==> src/rtl/door_pkg.sv <==
// Shared types and default timing constants for the multi-gate door blink controller.
package door_pkg;

   typedef enum logic [1:0] {
      RETRIG_IGNORE  = 2'd0,
      RETRIG_RESTART = 2'd1,
      RETRIG_QUEUE   = 2'd2
   } retrig_mode_e;

   typedef enum logic {
      IDLE   = 1'b0,
      ACTIVE = 1'b1
   } chan_state_e;

   localparam int unsigned DEF_CLK_FREQ      = 1000;
   localparam int unsigned DEF_TOGGLE_FREQ   = 4;
   localparam int unsigned DEF_TOTAL_TOGGLES = 40;
   localparam int unsigned DEF_N_GATES       = 2;

endpackage

==> src/rtl/door_blink_chan.sv <==
// One door blink channel: IDLE/ACTIVE FSM, half-period and toggle counters, one-deep pending request.
// Outputs are registered one cycle after req is sampled; no backpressure. Obstruction hold under DOOR_HOLD_EN.
module door_blink_chan
   import door_pkg::*;
#(
   parameter int unsigned  TOGGLE_COUNT  = DEF_CLK_FREQ / (2 * DEF_TOGGLE_FREQ),
   parameter int unsigned  TOTAL_TOGGLES = DEF_TOTAL_TOGGLES,
   parameter retrig_mode_e RETRIG        = RETRIG_IGNORE
) (
   input  logic clk,
   input  logic rst_n,
`ifdef DOOR_HOLD_EN
   input  logic hold,
`endif
   input  logic req,
   output logic door_open,
   output logic busy,
   output logic done
);

   localparam int CW = $clog2(TOGGLE_COUNT + 1);
   localparam int TW = $clog2(TOTAL_TOGGLES + 1);
   localparam logic [CW-1:0] CNT_LAST = CW'(TOGGLE_COUNT - 1);
   localparam logic [TW-1:0] TOG_LAST = TW'(TOTAL_TOGGLES - 1);

   chan_state_e   state_q, state_d;
   logic [CW-1:0] cnt_q, cnt_d;
   logic [TW-1:0] tog_q, tog_d;
   logic          phase_q, phase_d;
   logic          open_q, open_d;
   logic          done_q, done_d;
   logic          pend_q, pend_d;
   logic          frozen;

`ifdef DOOR_HOLD_EN
   assign frozen = hold;
`else
   assign frozen = 1'b0;
`endif

   always_comb begin
      state_d = state_q;
      cnt_d   = cnt_q;
      tog_d   = tog_q;
      phase_d = phase_q;
      pend_d  = pend_q;
      done_d  = 1'b0;
      case (state_q)
         IDLE: begin
            if (req) begin
               state_d = ACTIVE;
               cnt_d   = '0;
               tog_d   = '0;
               phase_d = 1'b1;
            end
         end
         ACTIVE: begin
            // Restart outranks both the hold freeze and completion.
            if (req && RETRIG == RETRIG_RESTART) begin
               cnt_d   = '0;
               tog_d   = '0;
               phase_d = 1'b1;
            end else begin
               if (req && RETRIG == RETRIG_QUEUE) pend_d = 1'b1;
               if (!frozen) begin
                  if (cnt_q != CNT_LAST) begin
                     cnt_d = cnt_q + 1'b1;
                  end else begin
                     cnt_d = '0;
                     if (tog_q != TOG_LAST) begin
                        tog_d   = tog_q + 1'b1;
                        phase_d = ~phase_q;
                     end else begin
                        done_d = 1'b1;
                        tog_d  = '0;
                        // pend_d already folds in a request arriving on this very cycle.
                        if (pend_d) begin
                           pend_d  = 1'b0;
                           phase_d = 1'b1;
                        end else begin
                           state_d = IDLE;
                           phase_d = 1'b0;
                        end
                     end
                  end
               end
            end
         end
         default: state_d = IDLE;
      endcase
      open_d = phase_d | (frozen & (state_q == ACTIVE));
   end

   always_ff @(posedge clk or negedge rst_n) begin
      if (!rst_n) begin
         state_q <= IDLE;
         cnt_q   <= '0;
         tog_q   <= '0;
         phase_q <= 1'b0;
         open_q  <= 1'b0;
         done_q  <= 1'b0;
         pend_q  <= 1'b0;
      end else begin
         state_q <= state_d;
         cnt_q   <= cnt_d;
         tog_q   <= tog_d;
         phase_q <= phase_d;
         open_q  <= open_d;
         done_q  <= done_d;
         pend_q  <= pend_d;
      end
   end

   assign door_open = open_q;
   assign busy      = (state_q == ACTIVE);
   assign done      = done_q;

endmodule

==> src/rtl/door_blink_ctrl.sv <==
// N_GATES independent door blink channels, each triggered by car_in | car_out of its gate.
// One-cycle registered latency per channel; no backpressure. hold port exists only with DOOR_HOLD_EN.
module door_blink_ctrl
   import door_pkg::*;
#(
   parameter int unsigned CLK_FREQ      = DEF_CLK_FREQ,
   parameter int unsigned TOGGLE_FREQ   = DEF_TOGGLE_FREQ,
   parameter int unsigned TOGGLE_COUNT  = CLK_FREQ / (2 * TOGGLE_FREQ),
   parameter int unsigned TOTAL_TOGGLES = DEF_TOTAL_TOGGLES,
   parameter int unsigned N_GATES       = DEF_N_GATES,
   parameter int unsigned RETRIG_MODE   = 0
) (
   input  logic               clk,
   input  logic               rst_n,
   input  logic [N_GATES-1:0] car_in,
   input  logic [N_GATES-1:0] car_out,
`ifdef DOOR_HOLD_EN
   input  logic [N_GATES-1:0] hold,
`endif
   output logic [N_GATES-1:0] door_open,
   output logic [N_GATES-1:0] busy,
   output logic [N_GATES-1:0] done
);

   localparam retrig_mode_e RETRIG = retrig_mode_e'(RETRIG_MODE[1:0]);

   logic [N_GATES-1:0] req;
   assign req = car_in | car_out;

   for (genvar i = 0; i < N_GATES; i++) begin : g_chan
      door_blink_chan #(
         .TOGGLE_COUNT (TOGGLE_COUNT),
         .TOTAL_TOGGLES(TOTAL_TOGGLES),
         .RETRIG       (RETRIG)
      ) u_chan (
         .clk      (clk),
         .rst_n    (rst_n),
`ifdef DOOR_HOLD_EN
         .hold     (hold[i]),
`endif
         .req      (req[i]),
         .door_open(door_open[i]),
         .busy     (busy[i]),
         .done     (done[i])
      );
   end

endmodule

==> config.mk <==
export PLATFORM = sky130hd
export DESIGN_NAME = door_blink_ctrl
export DESIGN_NICKNAME = d
export VERILOG_FILES = /design/src/rtl/door_pkg.sv /design/src/rtl/door_blink_chan.sv /design/src/rtl/door_blink_ctrl.sv
export SDC_FILE = /design/constraint.sdc
export NUM_CORES = 1
export LEC_CHECK = 0
export CORE_UTILIZATION = 58
export CTS_CLUSTER_SIZE = 14
export DETAILED_ROUTE_END_ITERATION = 12
export GPL_TIMING_DRIVEN = 0
export PLACE_DENSITY = 0.77
export SKIP_LAST_GASP = 1
export SLEW_MARGIN = 5
export SYNTH_ARGS = -nofsm -noshare
export SYNTH_HDL_FRONTEND = slang
export SYNTH_HIERARCHICAL = 1
export SYNTH_SLANG_ARGS = --single-unit
==> constraint.sdc <==
create_clock -name clk -period 3.5 [get_ports clk]
set_input_delay 0.7 -clock clk [delete_from_list [all_inputs] [get_ports clk]]
set_output_delay 0.7 -clock clk [all_outputs]
set_load 0.005 [all_outputs]
==> results of run 1 <==
-- cell usage after synthesis, drive strengths merged --
cell / n
dfrtp: 32
o21ai: 18
nand2: 16
nand3: 14
nor2: 12
a21oi: 10
a31oi: 10
inv: 10
clkbuf: 6
ha: 6
o22ai: 6
o32ai: 6
or3: 6
and2: 4
and3: 4
and4: 4
buf: 4
mux2i: 4
nand4: 4
o31ai: 4
xnor2: 4
a22oi: 2
clkinv: 2
nor2b: 2
o211ai: 2
or2: 2
-- layer usage --
layer,part of all wire [%],up-vias,global-route usage (%)
met5,0,-,0
met4,1.5,0,10.10
met3,5.4,7,4.989
met2,48,48,40.03
met1,45,731,33.43
li1,-,749,-
-- cell families (layout without fill, tap and decap cells) --
logic type,Yosys count,after routing
AND/OR/NAND/NOR,68,68
AO/OA/AOI/OAI,58,58
flip-flops,32,32
buffers and inverters,22,41
adder cells (fa/ha/maj),6,6
XOR/XNOR,4,4
multiplexers,4,4
-- power groups by stage --
stage	Sequential [W]	Clock (W)	Combinational, W
final	0.000665	0.000225	0.000501
after CTS	0.000662	0.000230	0.000502
after global routing	0.000688	0.000245	0.000565
after global placement	0.000653	0	0.000469
after floorplan	0.000630	0	0.000393
after detailed placement	0.000668	0	0.000500
-- per-stage QoR --
step | hold slack (ns) | util [%] | cells | power [W]
2_1_floorplan | 0.4044 | - | 194 | 0.001023
3_3_place_gp | 0.4997 | 68.51 | 236 | 0.001122
3_5_place_dp | 0.5039 | 68.33 | 236 | 0.001169
4_1_cts | 0.4114 | 70.50 | 244 | 0.001394
5_1_grt | 0.4466 | 70.50 | 244 | 0.001498
6_report | 0.3910 | 70.50 | 244 | 0.001391
-- sequential cells by signal (all words and copies together) (netlist names) --
name / count
g_chan.u_chan/done: 2
g_chan.u_chan/busy: 2
g_chan.u_chan/tog_q: 12
g_chan.u_chan/door_open: 2
g_chan.u_chan/cnt_q: 14
-- area by class of cell --
cell class / instances / area [µm²] / area share, %
clock inverters: 2 / 10.01 / 0.5019
inverters: 12 / 45.04 / 2.258
plain buffers: 10 / 75.07 / 3.764
well taps: 31 / 38.79 / 1.945
multi-input cells: 140 / 868.3 / 43.54
clock buffers: 6 / 51.30 / 2.572
repair buffers: 11 / 105.1 / 5.270
flip-flops and latches: 32 / 800.8 / 40.15
-- path summary, 6_finish.rpt --
path	from	endpoint	slack [ns]	cells past startpoint
max	g_chan[1].u_chan/door_open$_DFFE_PN0P_	door_open[1]	1.54	1
min	rst_n	g_chan[1].u_chan/done$_DFF_PN0_	0.39	1
max reg2reg	g_chan[1].u_chan/cnt_q[0]$_DFFE_PN0P_	g_chan[1].u_chan/tog_q[5]$_DFFE_PN0P_	1.82	7
min reg2reg	g_chan[0].u_chan/door_open$_DFFE_PN0P_	g_chan[0].u_chan/door_open$_DFFE_PN0P_	0.53	1
max in group asynchronous	rst_n	g_chan[1].u_chan/door_open$_DFFE_PN0P_	2.66	1
min in group clk	g_chan[0].u_chan/door_open$_DFFE_PN0P_	g_chan[0].u_chan/door_open$_DFFE_PN0P_	0.53	1
==> run metrics, run 1 <==
synth unique cells=29; most frequent cells in the layout=dfrtp_1, o21ai_0, nand3_1, nand2_1, nor2_1; Post-CTS Setup Bufs=0; Least-Margin Pin Slew=0.6862 ns; Synthesized Nets=206; CP Capture Type=output port; Placed Instance Area=1933 µm²; Initial DRC Count=64; Mapped Area=1789 µm²; fmax=510.8 MHz; CP max stage delay=0.52 ns; CTS Buf Count=5; largest family of logic cells by synthesized area=simple AND/OR/NAND/NOR gates; slew margin rel.=54.25%; CP required=2.80 ns; Hold Buf Count CTS=0; Via Count=1,535; Worst-Skew Late Latency=0.34 ns; Antenna Nets Post-Route=0; status=finished with violations; antenna violations before repair=0; first-pass GRT wire length=6.285 mm; sw power=0.0005348 W; post-synthesis compound-gate area fraction=19.72%; CTS tree=built; drt pass-1 iters=9; total of max-cap violations=0; minimum clock period=1.958 ns; layout cells sized above 1=8.920%; post-synth top area share=44.76%; clock buffer depth=2; Antenna Cells=0; Setup Crit Path Kind=register to output port; leak pwr=0.8596 nW; Power Internal=0.0008565 W; worst path arrival time=1.26 ns; fin crit share=55.94%; VDD IR max=0.5063 mV; Avg Cell Area, Syn=9.223 µm²; Initial Utilization=63.25%; Final Cell Area=1994 µm²; crit path buf inv count=1; Flop pwr share=47.8%; Final setup viols=0; CTS sink cnt=32; Synth area leader=dfrtp_1; Final Skew=0.01301 ns; gr usage total=25.05%; io pins=12; Die Wd=57.54 µm; combinational group share of total power=36.0%; HPWL after detailed placement=2.632 mm; cts repair resizes=0; CTS H-tree lvls=2; drc violations=2; Post-Synth Simple-Gate Area=20.42%; cell family with most CP delay=buffers and inverters; routability cong.=0.8385; Post-Synth XOR/XNOR Area=1.958%; Post-Route WL=3.669 mm; global route overflow=0; post-synthesis mux area share=2.238%; Setup TNS=0 ns; vias in the first global route=1,464; post-synthesis sequential area ratio=44.76%; Worst Hold Class=primary input to asynchronous set/reset pin; final hold vios=0; pin count of the biggest net entering global routing=33; Synth Warn #=6; cell breakdown of the critical path=clkdlybuf4s50_1; root buf cell=clkbuf_4; die height=57.54 µm; Clock Pin Slew Worst Setup and Hold Paths=0.11 ns; worst slack at placement=1.293 ns; setup ws final=1.542 ns; adder-cell area share of the yosys netlist=4.196%; Synth Instances=194; Slew Limit Fails=0; Sw Share=38.44%; Die ar.=3311 µm²; Slowest-stage cell, CP=clkdlybuf4s50_1; type of origin of the critical path=register; Layout area overhead=11.47%; failing checks=design-rule violations; Worst Path Max Fanout=4; Clk network pwr share=16.2%; FF+latch count, synth=32; IO buf count=11; commonest non-fill, non-tap cell in the layout=dfrtp_1; Core Footprint=2829 µm²; DR WL/cell=15.04 µm; RSZ-0062 raised after global routing=no; NumNets Final=224; Site Rows=19; # fillers=229; Synth area leaders=dfrtp_1, o21ai_0, ha_1; Via density=6.291; power per cell area=697.6 nW/µm²
Power figures use the tool's default switching activity.
==> run 2, diff against run 1 <==
clock period = 1.9 ns   (was 3.5 ns; I/O delays follow)
==> results of run 2 <==
The final DEF is identical to that of run 1. Status: finished with violations: design-rule violations.
Among the figures that moved: setup slack after placement 1.293 ns -> 0.01280 ns; setup slack after layout 1.542 ns -> 0.2238 ns; hold slack 0.3910 ns -> 0.07096 ns; start point of the critical path g_chan[1].u_chan/door_open$_DFFE_PN0P_ -> g_chan[1].u_chan/cnt_q[0]$_DFFE_PN0P_; end point of the critical path door_open[1] -> g_chan[1].u_chan/tog_q[5]$_DFFE_PN0P_; register-to-register setup slack 1.82 ns -> 0.22 ns; total power 0.001391 W -> 0.002563 W; worst IR drop on VDD 0.5063 mV -> 0.9327 mV
==> run 3, diff against run 2 <==
CORE_UTILIZATION = 52   (was 58)
CTS_CLUSTER_DIAMETER = 30   (was unset)
PLACE_DENSITY = 0.72   (was 0.77)
clock period = 1.4 ns   (was 1.9 ns; I/O delays follow)
==> run 3 against run 2 <==
  * The flow finishes with violations (negative hold slack, negative setup slack)
  * Final cell count rose by 14%
  * Clock skew fell by 0.0024 ns
  * Sequential cell count did not move
  * Critical path depth fell by 1
  * Core utilization rose by 4.1 points
  * Critical path type unchanged
==> run metrics, run 3 (synthesized netlist as in run 1, its figures left out) <==
total of max-cap violations=0; worst slack at placement=-0.3586 ns; DR WL/cell=15.67 µm; CTS H-tree lvls=2; PnR Total Power=0.004217 W; root buf cell=clkbuf_4; setup ws final=-0.06702 ns; fin crit share=104.8%; Placed Instance Area=1972 µm²; Antenna Nets Post-Route=0; Antenna Cells=0; power per cell area=1794 nW/µm²; Hold WS=-0.01405 ns; Power Internal=0.002589 W; r2r startpoint=g_chan[1].u_chan/cnt_q[1]$_DFFE_PN0P_; internal reg-to-reg setup slack=-0.07 ns; CP required=1.66 ns; IO buf count=11; CTS tree=built; io pins=12; sw power=0.001628 W; CTS sink cnt=32; RSZ-0062 raised after global routing=yes; Slew Limit Fails=0; minimum clock period=1.467 ns; drc violations=0; worst path arrival time=1.73 ns; VDD IR max=1.037 mV; antenna violations before repair=0; Clk network pwr share=13.3%; worst reg-to-reg path cell count=6; Setup Crit Path Kind=register to register; Initial DRC Count=118; die height=60.66 µm; Sw Share=38.61%; NumNets Final=246; most frequent cells in the layout=dfrtp_1, buf_4, o21ai_1, nand2_1, nand3_1; Initial Utilization=56.75%; pin count of the biggest net entering global routing=33; Flop pwr share=38.7%; gr usage total=26.64%; failing checks=negative hold slack, negative setup slack; top flop regs=g_chan.u_chan/cnt_q (14), g_chan.u_chan/tog_q (12); worst r2r dst=g_chan[1].u_chan/tog_q[0]$_DFFE_PN0P_; # fillers=229; HPWL after detailed placement=2.615 mm; layout cells sized above 1=29.79%; vias in the first global route=1,597; Via Count=1,684; global route overflow=0; fmax=681.7 MHz; Die Wd=60.66 µm; Worst-Skew Late Latency=0.33 ns; Via density=6.036; CP Capture Type=register; slew margin rel.=52.50%; Final Cell Area=2351 µm²; Hold Buf Count CTS=0; drt pass-1 iters=4; status=finished with violations; first-pass GRT wire length=7.113 mm; Worst Hold Class=primary input to asynchronous set/reset pin; Site Rows=20; final core area utilization=74.56%; Clock Pin Slew Worst Setup and Hold Paths=0.11 ns; CTS Buf Count=5; Final setup viols=5; final hold vios=25; combinational group share of total power=48.0%; commonest non-fill, non-tap cell in the layout=dfrtp_1; leak pwr=0.9601 nW; clock buffer depth=2; Largest Register=g_chan.u_chan/cnt_q; Core Footprint=3153 µm²; Least-Margin Pin Slew=0.7126 ns; routability cong.=0.8430; Layout area overhead=31.40%; Post-Route WL=4.372 mm; type of origin of the critical path=register; Largest register FFs=14; Final Skew=0.01063 ns; Die ar.=3680 µm²; Worst Path Max Fanout=5
## run 3: cell count changes in the layout (fill, tap and decap cells not counted), sizes merged
cell	previous run	this run
clkinv	4	3
dlygate4sd2	0	6
buf	5	31
clkbuf	12	8
clkdlybuf4s50	10	4
clkinvlp	0	1
## run 3: worst max-delay path, stage by stage, from the launching register on
cell,delay [ns]
dfrtp_1,0.41
inv_2,0.09
ha_4,0.14
and2_4,0.20
nand2_8,0.07
or3_1,0.32
a31oi_1,0.17
## run 3: what timing repair did
| action | in CTS | in global routing |
|---|---|---|
| pin swaps | 13 | 13 |
| buffers inserted | 17 | 9 |
| endpoints found under the setup margin | 22 | 29 |
| cloned | 0 | 0 |
| resized for setup | 30 | 33 |
## run 3: area by class of cell
cell class | count | area (µm²) | share of cell area (%)
Inverter | 12 | 48.80 | 2.076
Multi-Input combinational cell | 140 | 1016 | 43.21
Timing Repair Buffer | 37 | 312.8 | 13.30
Clock buffer | 6 | 51.30 | 2.182
Clock inverter | 2 | 10.01 | 0.4258
Buffer | 6 | 55.05 | 2.342
Sequential cell | 32 | 802.0 | 34.11
Tap cell | 44 | 55.05 | 2.342
## run 3: through the flow
step | cells | hold WS [ns] | TNS (ns)
3_3_place_gp | 249 | 0.4905 | -22.22
6_report | 279 | -0.01405 | -0.1636
2_1_floorplan | 194 | -0.01559 | -0.1165
4_1_cts | 274 | 0.004143 | -0.1999
5_1_grt | 279 | 0.02040 | -0.5375
3_5_place_dp | 249 | 0.3756 | -5.856
## run 3: worst max path at each step
stage | startpoint | to | cells past startpoint
floorplan | g_chan[0].u_chan/cnt_q[0]$_DFFE_PN0P_ | g_chan[0].u_chan/tog_q[0]$_DFFE_PN0P_ | 7
global placement | rst_n | g_chan[0].u_chan/tog_q[4]$_DFFE_PN0P_ | 1
detailed placement | car_out[0] | g_chan[0].u_chan/tog_q[2]$_DFFE_PN0P_ | 6
CTS | g_chan[1].u_chan/cnt_q[1]$_DFFE_PN0P_ | g_chan[1].u_chan/tog_q[0]$_DFFE_PN0P_ | 7
global route | g_chan[1].u_chan/cnt_q[1]$_DFFE_PN0P_ | g_chan[1].u_chan/tog_q[5]$_DFFE_PN0P_ | 7
finish | g_chan[1].u_chan/cnt_q[1]$_DFFE_PN0P_ | g_chan[1].u_chan/tog_q[0]$_DFFE_PN0P_ | 6
## run 3: power by group through the flow
stage	combinational, W	sequential, W	clock [W]
2_1_floorplan	0.00102	0.00158	0
3_3_place_gp	0.00123	0.00164	0
3_5_place_dp	0.00129	0.00166	0
4_1_cts	0.00176	0.00162	0.000586
5_1_grt	0.00224	0.00167	0.000624
6_report	0.00202	0.00163	0.000561
## run 3: metal layers
layer  part of all wire [%]  vias up  wire length (µm)  global-route usage (%)
met4                    2.0        0                87                   13.96
met2                     53       50              2312                   47.88
li1                       -      805                 -                       -
met3                    4.0       14               175                   5.970
met1                     41      815              1795                   29.27
met5                      0        -                 0                       0
